**src/rtl/dmem_store_buffer.sv**
```systemverilog
// dmem_store_buffer: posted-write FIFO between the core's data port and data
// memory. It captures core stores, drains them in order over a valid/ready
// handshake, and forwards buffered data to core loads that hit a pending store.
module dmem_store_buffer #(
  parameter int DEPTH = 4,
  parameter int AW    = 32,
  parameter int DW    = 32
) (
  input  logic                       clk,
  input  logic                       reset,
  input  logic                       MemWrite,
  input  logic [AW-1:0]              DataAdr,
  input  logic [DW-1:0]              WriteData,
  input  logic [AW-1:0]              RdAdr,
  output logic                       RdHit,
  output logic [DW-1:0]              RdData,
  output logic                       Stall,
  output logic                       mem_wvalid,
  input  logic                       mem_wready,
  output logic [AW-1:0]              mem_waddr,
  output logic [DW-1:0]              mem_wdata,
  output logic [$clog2(DEPTH):0]     Count,
  output logic                       Empty
);

  localparam int PW = $clog2(DEPTH);
  localparam int CW = PW + 1;

  // Entry storage carries data only; occupancy is tracked by the pointers and count.
  logic [AW-1:0] addr_q [DEPTH];
  logic [DW-1:0] data_q [DEPTH];

  logic [PW-1:0] wp;
  logic [PW-1:0] rp;
  logic [CW-1:0] count;

  logic full;
  logic push;
  logic pop;

  // A full buffer refuses the store even if the head drains this cycle, so
  // Stall depends only on registered state and never on mem_wready.
  assign full       = (count == CW'(DEPTH));
  assign push       = MemWrite & ~full;
  assign Stall      = MemWrite & full;
  assign mem_wvalid = (count != '0);
  assign pop        = mem_wvalid & mem_wready;
  assign mem_waddr  = addr_q[rp];
  assign mem_wdata  = data_q[rp];
  assign Count      = count;
  assign Empty      = (count == '0);

  // Control state: pointers wrap modulo DEPTH, count separates full from empty.
  always_ff @(posedge clk or posedge reset) begin
    if (reset) begin
      wp    <= '0;
      rp    <= '0;
      count <= '0;
    end else begin
      if (push) wp <= wp + PW'(1);
      if (pop)  rp <= rp + PW'(1);
      case ({push, pop})
        2'b10:   count <= count + CW'(1);
        2'b01:   count <= count - CW'(1);
        default: count <= count;
      endcase
    end
  end

  // Entry write on an accepted store; contents are left untouched by reset.
  always_ff @(posedge clk) begin
    if (push) begin
      addr_q[wp] <= DataAdr;
      data_q[wp] <= WriteData;
    end
  end

  // Forwarding walks occupied entries oldest to youngest so the youngest
  // word-address match is the one left standing; the head is still eligible
  // while it pops, and a store being pushed this cycle is not yet visible.
  logic          hit;
  logic [DW-1:0] hdata;
  logic [PW-1:0] fidx;

  always_comb begin
    hit   = 1'b0;
    hdata = '0;
    fidx  = '0;
    for (int i = 0; i < DEPTH; i++) begin
      fidx = rp + PW'(i);
      if ((CW'(i) < count) && (addr_q[fidx][AW-1:2] == RdAdr[AW-1:2])) begin
        hit   = 1'b1;
        hdata = data_q[fidx];
      end
    end
  end

  assign RdHit  = hit;
  assign RdData = hdata;

endmodule

```
**config.mk**
```make
export PLATFORM = sky130hd
export DESIGN_NAME = dmem_store_buffer
export DESIGN_NICKNAME = d
export VERILOG_FILES = /design/src/rtl/dmem_store_buffer.sv
export SDC_FILE = /design/constraint.sdc
export NUM_CORES = 1
export LEC_CHECK = 0
export BUFFER_PORTS_ARGS = -buffer_cell sky130_fd_sc_hd__buf_2
export CORE_MARGIN = 4
export CORE_UTILIZATION = 66
export CTS_BUF_LIST = sky130_fd_sc_hd__clkbuf_8
export CTS_CLUSTER_DIAMETER = 50
export DETAILED_ROUTE_END_ITERATION = 7
export GPL_ROUTABILITY_DRIVEN = 0
export PLACE_DENSITY = 0.89
export SLEW_MARGIN = 0
export SYNTH_ARGS = -nofsm -noshare
export SYNTH_HDL_FRONTEND = slang
export SYNTH_SLANG_ARGS = --single-unit
export TNS_END_PERCENT = 20
```
**constraint.sdc**
```tcl
create_clock -name clk -period 5 [get_ports clk]
set_input_delay 0.75 -clock clk [delete_from_list [all_inputs] [get_ports clk]]
set_output_delay 0.75 -clock clk [all_outputs]
set_load 0.02 [all_outputs]
```
==> impl_metrics.yaml, run 1 <==
run_status:
  status: "finished, violations left"
  failed_checks: "DRC, setup timing"
layout:
  drive_above_1_share_pct: 29.3
  layout.cells.non_filler: 2086
  areaGrowthSynthToFinish_pct: 18.2
  final_util_pct: 79.9
  n_fill_cell: 1372
  postLayoutCellArea_mm2: 0.0203
  nNetsFinal: 1825
detailed_routing:
  vias: 15007
  wl_per_cell_um: 25.5
  route.detailed.drc: 6
  initialDrtViolationCount: 2510
  routed_wl_um: 53300
  viasPerCell: 7.19
  final_antenna_net_count: 0
  first_pass_iters: 8
worst_setup_path:
  max_stage_delay_ns: 0.54
  crit_type: "reg -> out"
  crit_fanout: 12
  path_common_cell: "mux2i_1"
  cp-end-kind: "primary output"
  r2r_slack_ns: 2.01
  critPathTopFamily: "simple AND/OR/NAND/NOR gates"
  cp-start-kind: "flop"
  cp_slowest_cell: "or3_4"
  path_buf_inv: 4
  cp.depth: 13
  crit_chain: "buf_8 > buf_16 > mux2i_1 > mux2i_1 > xnor2_1 > o2111ai_2 > or3_4 > buf_12 > or4_4 > o211ai_1 > a2111oi_1 > o32ai_1 > buf_2"
  r2r.worst_path.cells: 5
  r2r-end: "addr_q[1][3]$_DFFE_PP_"
  timing.rr.start: "Count[0]$_DFFE_PP0P_"
  arrival_ns: 4.44
  cp.required_ns: 4.25
global_route:
  track_usage_pct: 32.5
  grt_overflow: 0
  grt_max_degree: 95
  grt_pass1_vias: 13467
  antenna_found_initial: 15
  grt_pass1_wl_um: 73900
placement:
  dp_hpwl_um: 31200
  io_buffers: 200
  dp_cells: 1954
  placed_area_mm2: 0.0184
  pre_cts_slack_ns: 0.238
pwr:
  p_leak_nw: 7.67
  p_total_mw: 12.4
  power_density_mw_per_mm2: 612
  irDropWorstVdd_mv: 0.471
clock_network:
  clk_path_buf_depth: 3
  clock_sinks: 263
  cts_hold_buf: 0
  cts_tree: "built"
  clk_latency_ns: 0.59
  root_buffer: "clkbuf_8"
  clk_pin_slew_ns: 0.06
  numCtsBuffers: 46
  htree_levels: 2
synthesis:
  synth_seq_area_share_pct: 45.8
  async_flop_share_pct: 2.66
  synth_ff_type: "edfxtp_1"
  synth_cell_types: 66
  synth_nets: 1625
  yosys_warnings: 0
  yosysTopAreaCell: "edfxtp_1"
  synthCells: 1516
  synth-seq-cells: 263
  syn_area_per_cell_um2: 11.3
  synth.top_cells.by_area: "edfxtp_1, mux2i_1, xnor2_1, mux4_2, a21oi_1"
  synth_top_area_share_pct: 44.8
  synth.cell_area_mm2: 0.0172
  synth-edff-count: 256
floorplan:
  coreArea_mm2: 0.0254
  die_y_um: 169
  chipWidth_um: 169
  io_pins: 203
  dieArea_mm2: 0.0287
  start_util_pct: 67.6
  placement_rows: 58
timing:
  finalHoldWorstSlack_ns: 0.0810
  slew_headroom_pct: 20.3
  finalSetupViolCount: 31
  slew_viol_final: 0
  period_minus_slack_ns: 5.19
  max_freq_ghz: 0.193
  hold_viol: 0
  rsz0062_at_grt: "true"
  fin_ws_ns: -0.194
  clock_skew_ns: 0.0291
  final.period_utilization_pct: 104
  setup_tns_ns: -2.86
  worst_pin_slew_ns: 1.19
job:
  drv_cap: 0
worst_hold_path:
  worstHoldPathType: "in -> async"
synth_stat cells (4+ instances only):
library cell  number
o32ai_1           14
and3_1            19
nor4_1             8
a211o_1           17
dfrtp_1            7
inv_1             13
nor3_1            25
buf_6             14
mux4_2            34
a21oi_1          105
ha_1               9
nor2b_1           27
nand4_1           17
nand3_1           35
a221oi_1          18
mux2_2            39
clkbuf_1          77
o221ai_1           4
mux2i_1          187
or3_1             17
xor2_1            24
buf_1             11
buf_4             19
mux4_1             5
xnor2_1           88
o22ai_1            8
nand2_1           81
or4_1             17
a22o_1            16
a211oi_1          30
edfxtp_1         256
buf_2             25
o211ai_1          31
a2111oi_0         16
o21ai_0           60
nor2_1            75
and2_1            23
layout by cell type (no fill, tap or decap), types with 11 or more instances in the layout:
master	Yosys	routed
a211o_1	17	17
a211oi_1	30	30
a21oi_1	105	103
a221oi_1	18	17
a22o_1	16	16
and2_1	23	18
and3_1	19	18
buf_12	1	13
buf_2	25	184
buf_4	19	76
buf_6	14	13
clkbuf_16	0	11
clkbuf_8	0	46
clkinv_1	1	17
edfxtp_1	256	256
inv_1	13	20
mux2_2	39	38
mux2i_1	187	167
mux2i_2	2	18
mux4_2	34	38
nand2_1	81	81
nand3_1	35	35
nand4_1	17	17
nor2_1	75	75
nor2b_1	27	27
nor3_1	25	23
o211ai_1	31	31
o21ai_0	60	58
o32ai_1	14	11
or3_1	17	16
or4_1	17	13
xnor2_1	88	81
xor2_1	24	24
layer usage:
| layer | vias to the layer above | routed length (um) | share of wire, % | GRT usage (%) |
|---|---|---|---|---|
| li1 | 6276 | - | - | - |
| met1 | 7013 | 18700 | 35 | 44.2 |
| met2 | 1371 | 24000 | 45 | 50.8 |
| met3 | 331 | 7500 | 14 | 8.25 |
| met4 | 16 | 2970 | 5.6 | 12.5 |
| met5 | - | 85 | 0.16 | 0 |
registers in the layout (all words and copies together) (netlist names):
name,cells
addr_q,128
data_q,128
Count,3
rp,2
wp,2
report_power, final:
group          leakage, nW  switching [mW]  internal [mW]
Clock                0.430           0.935          0.865
Sequential            2.43           0.287           2.94
Combinational         4.82            4.40           3.00
Total                 7.67            5.62           6.80
cells by family (layout without fill, tap and decap cells):
| group | Yosys count | after routing | synth area share [%] |
|---|---|---|---|
| AO/OA/AOI/OAI | 349 | 349 | 13.6 |
| XOR/XNOR | 112 | 112 | 5.71 |
| adder cells (fa/ha/maj) | 9 | 9 | 0.656 |
| buffers and inverters | 164 | 397 | 5.02 |
| flip-flops | 263 | 263 | 45.8 |
| multiplexers | 267 | 267 | 18.8 |
| other | 0 | 7 | 0 |
| AND/OR/NAND/NOR | 352 | 352 | 10.4 |
cell type report:
type | count | area, um^2 | area share [%]
clock buffer | 46 | 633 | 3.12
antenna | 7 | 17.5 | 0.0863
multi-input combinational | 1089 | 8880 | 43.7
inverter | 15 | 61.3 | 0.302
timing repair buffer | 301 | 2260 | 11.1
tap | 330 | 413 | 2.03
clock inverter | 35 | 165 | 0.814
sequential | 263 | 7870 | 38.8
how the worst max path moves through the flow:
stage	from	end	slack, ns
6_report	rp[1]$_DFFE_PP0P_	RdData[3]	-0.19
2_1_floorplan	rp[0]$_DFFE_PP0P_	RdData[0]	0.89
3_3_place_gp	rp[1]$_DFFE_PP0P_	RdData[22]	0.31
3_5_place_dp	rp[1]$_DFFE_PP0P_	RdData[5]	0.24
4_1_cts	rp[1]$_DFFE_PP0P_	RdData[31]	0.004
5_1_grt	rp[1]$_DFFE_PP0P_	RdData[3]	-0.30
timing repair:
action	CTS	global route
gates resized for setup	20	121
cloned	0	12
pin swaps	6	45
hold endpoints to repair	0	0
setup buffers	11	22
setup endpoints to repair	33	32
Power figures use the tool's default switching activity.
==> run 2: changes to the inputs <==
--- a/config.mk
+++ b/config.mk
@@ -7,12 +7,12 @@
 export LEC_CHECK = 0
 export BUFFER_PORTS_ARGS = -buffer_cell sky130_fd_sc_hd__buf_2
 export CORE_MARGIN = 4
-export CORE_UTILIZATION = 66
+export CORE_UTILIZATION = 35
 export CTS_BUF_LIST = sky130_fd_sc_hd__clkbuf_8
 export CTS_CLUSTER_DIAMETER = 50
 export DETAILED_ROUTE_END_ITERATION = 7
 export GPL_ROUTABILITY_DRIVEN = 0
-export PLACE_DENSITY = 0.89
+export PLACE_DENSITY = 0.52
 export SLEW_MARGIN = 0
 export SYNTH_ARGS = -nofsm -noshare
 export SYNTH_HDL_FRONTEND = slang
==> run 2 against run 1 <==
  * Sequential share of layout area is 1.8 points lower
  * Highest routed layer unchanged
  * Via count is 8.5% lower
  * Critical endpoint is now RdData[13]
  * The flow finishes with violations (setup timing)
  * Cell count is 17% higher
==> impl_metrics.yaml, run 2 (synthesized netlist as in run 1, its figures left out) <==
detailed_routing:
  viasPerCell: 5.62
  routed_wl_um: 56800
  vias: 13724
  initialDrtViolationCount: 1051
  route.detailed.drc: 0
  wl_per_cell_um: 23.2
  final_antenna_net_count: 0
  first_pass_iters: 5
placement:
  dp_cells: 2301
  pre_cts_slack_ns: 0.0273
  placed_area_mm2: 0.0190
  io_buffers: 200
  dp_hpwl_um: 37000
global_route:
  track_usage_pct: 20.0
  gr-usage-met1_pct: 27.3
  grt_overflow: 0
  grt_pass1_vias: 13083
  grtUsageMet2_pct: 31.6
  met3_usage_pct: 4.62
  grt-busiest-layer: "met2"
  grt_max_degree: 205
  antenna_found_initial: 14
  grt_pass1_wl_um: 81400
job:
  drv_cap: 0
worst_hold_path:
  worstHoldStart: "WriteData[7]"
  worstHoldPathType: "in -> reg"
  holdPathEnd: "data_q[0][7]$_DFFE_PP_"
  hold_depth: 1
timing:
  slew_headroom_pct: 30.9
  max_freq_ghz: 0.197
  finalSetupViolCount: 15
  fin_ws_ns: -0.0681
  clock_skew_ns: 0.0237
  rsz0062_at_grt: "true"
  hold_viol: 0
  final.period_utilization_pct: 101
  period_minus_slack_ns: 5.07
  slew_viol_final: 0
  worst_pin_slew_ns: 1.04
clock_network:
  clk_latency_ns: 0.63
  root_buffer: "clkbuf_8"
  htree_levels: 2
  numCtsBuffers: 51
  clock_sinks: 263
  cts_tree: "built"
  clk_pin_slew_ns: 0.06
  clk_path_buf_depth: 3
run_status:
  status: "finished, violations left"
  failed_checks: "setup timing"
layout:
  drive_above_1_share_pct: 31.3
  layout_commonest_cell: "edfxtp_1"
  layout.cells.non_filler: 2444
  areaGrowthSynthToFinish_pct: 23.9
  final_cell_mix: "edfxtp_1, buf_2, mux2i_1"
  final_util_pct: 44.2
  nNetsFinal: 1853
  postLayoutCellArea_mm2: 0.0213
  n_fill_cell: 4449
worst_setup_path:
  cp.required_ns: 4.25
  cp-start-kind: "flop"
  arrival_ns: 4.32
  r2r-end: "data_q[1][18]$_DFFE_PP_"
  r2r_slack_ns: 2.19
  timing.rr.start: "Count[0]$_DFFE_PP0P_"
  crit_fanout: 13
  r2r.worst_path.cells: 5
  cp-end-kind: "primary output"
  crit_type: "reg -> out"
floorplan:
  placement_rows: 80
  chipWidth_um: 229
  coreArea_mm2: 0.0481
  start_util_pct: 35.7
  dieArea_mm2: 0.0527
  io_pins: 203
  die_y_um: 229
pwr:
  p_total_mw: 12.6
  sequentialPowerShare_pct: 25.4
  p_leak_nw: 7.97
  internal-power_mw: 7.11
  p_sw_mw: 5.52
  power_density_mw_per_mm2: 594
  irDropWorstVdd_mv: 0.359
  p_clk_share_pct: 17.5
  pwr-share-comb_pct: 57.1
  swShare_pct: 43.7
[run 2: worst max path at each step]
stage                           start    endpoint  slack (ns)  depth (start not counted)
finish              rp[1]$_DFFE_PP0P_  RdData[13]       -0.07                         15
global route        rp[1]$_DFFE_PP0P_   RdData[2]       -0.21                         14
floorplan           rp[0]$_DFFE_PP0P_   RdData[0]        0.89                         13
CTS                 rp[1]$_DFFE_PP0P_   RdData[0]       -0.20                         14
global placement    rp[1]$_DFFE_PP0P_  RdData[13]        0.05                         15
detailed placement  rp[1]$_DFFE_PP0P_  RdData[13]        0.03                         15
[run 2: power by group through the flow]
stage | Clock [mW] | Combinational [mW] | Sequential (mW)
after floorplan | 0 | 4.95 | 3.15
after global placement | 0 | 6.63 | 3.24
after detailed placement | 0 | 6.68 | 3.26
after CTS | 2.29 | 6.89 | 3.19
after global routing | 2.38 | 7.74 | 3.26
final | 2.21 | 7.21 | 3.21
[run 2: worst max-delay path, cell delays in order, from the launching register on]
cell     delay, ns
dfrtp_4       0.57
buf_12        0.19
buf_16        0.14
buf_4         0.17
mux4_2        0.32
xor2_2        0.20
a21oi_1       0.05
and3_1        0.24
nand3_4       0.21
nor2_4        0.08
buf_4         0.14
nor3_4        0.54
buf_6         0.28
nor3_1        0.08
a22o_1        0.28
buf_4         0.17
[run 2: final cells by class]
cell class / count / area, um^2 / share of cell area (%)
timing repair buffer: 324 / 2520 / 11.9
antenna: 5 / 12.5 / 0.0588
clock buffer: 53 / 729 / 3.43
inverter: 15 / 58.8 / 0.276
multi-input combinational: 1089 / 8940 / 42.0
tap: 656 / 821 / 3.86
clock inverter: 39 / 313 / 1.47
sequential: 263 / 7870 / 37.0
[run 2: timing repair]
action | CTS | global route
gates cloned | 4 | 9
setup buffers | 16 | 19
endpoints found under the hold margin | 2 | 0
gates resized for setup | 71 | 83
endpoints found under the setup margin | 33 | 32
hold buffers | 1 | 0
pin swaps | 14 | 48
[run 2: metrics by stage]
stage | TNS, ns | hold WS [ns]
floorplan | 0 | 0.553
global placement | 0 | 0.576
detailed placement | 0 | 0.589
CTS | -2.15 | 0.240
global route | -4.84 | 0.268
finish | -0.387 | 0.321
[run 2: layer usage]
layer	up-vias	wire length [um]
li1	6326	-
met4	16	1660
met1	6773	24800
met2	482	26300
met5	-	110
met3	127	3930
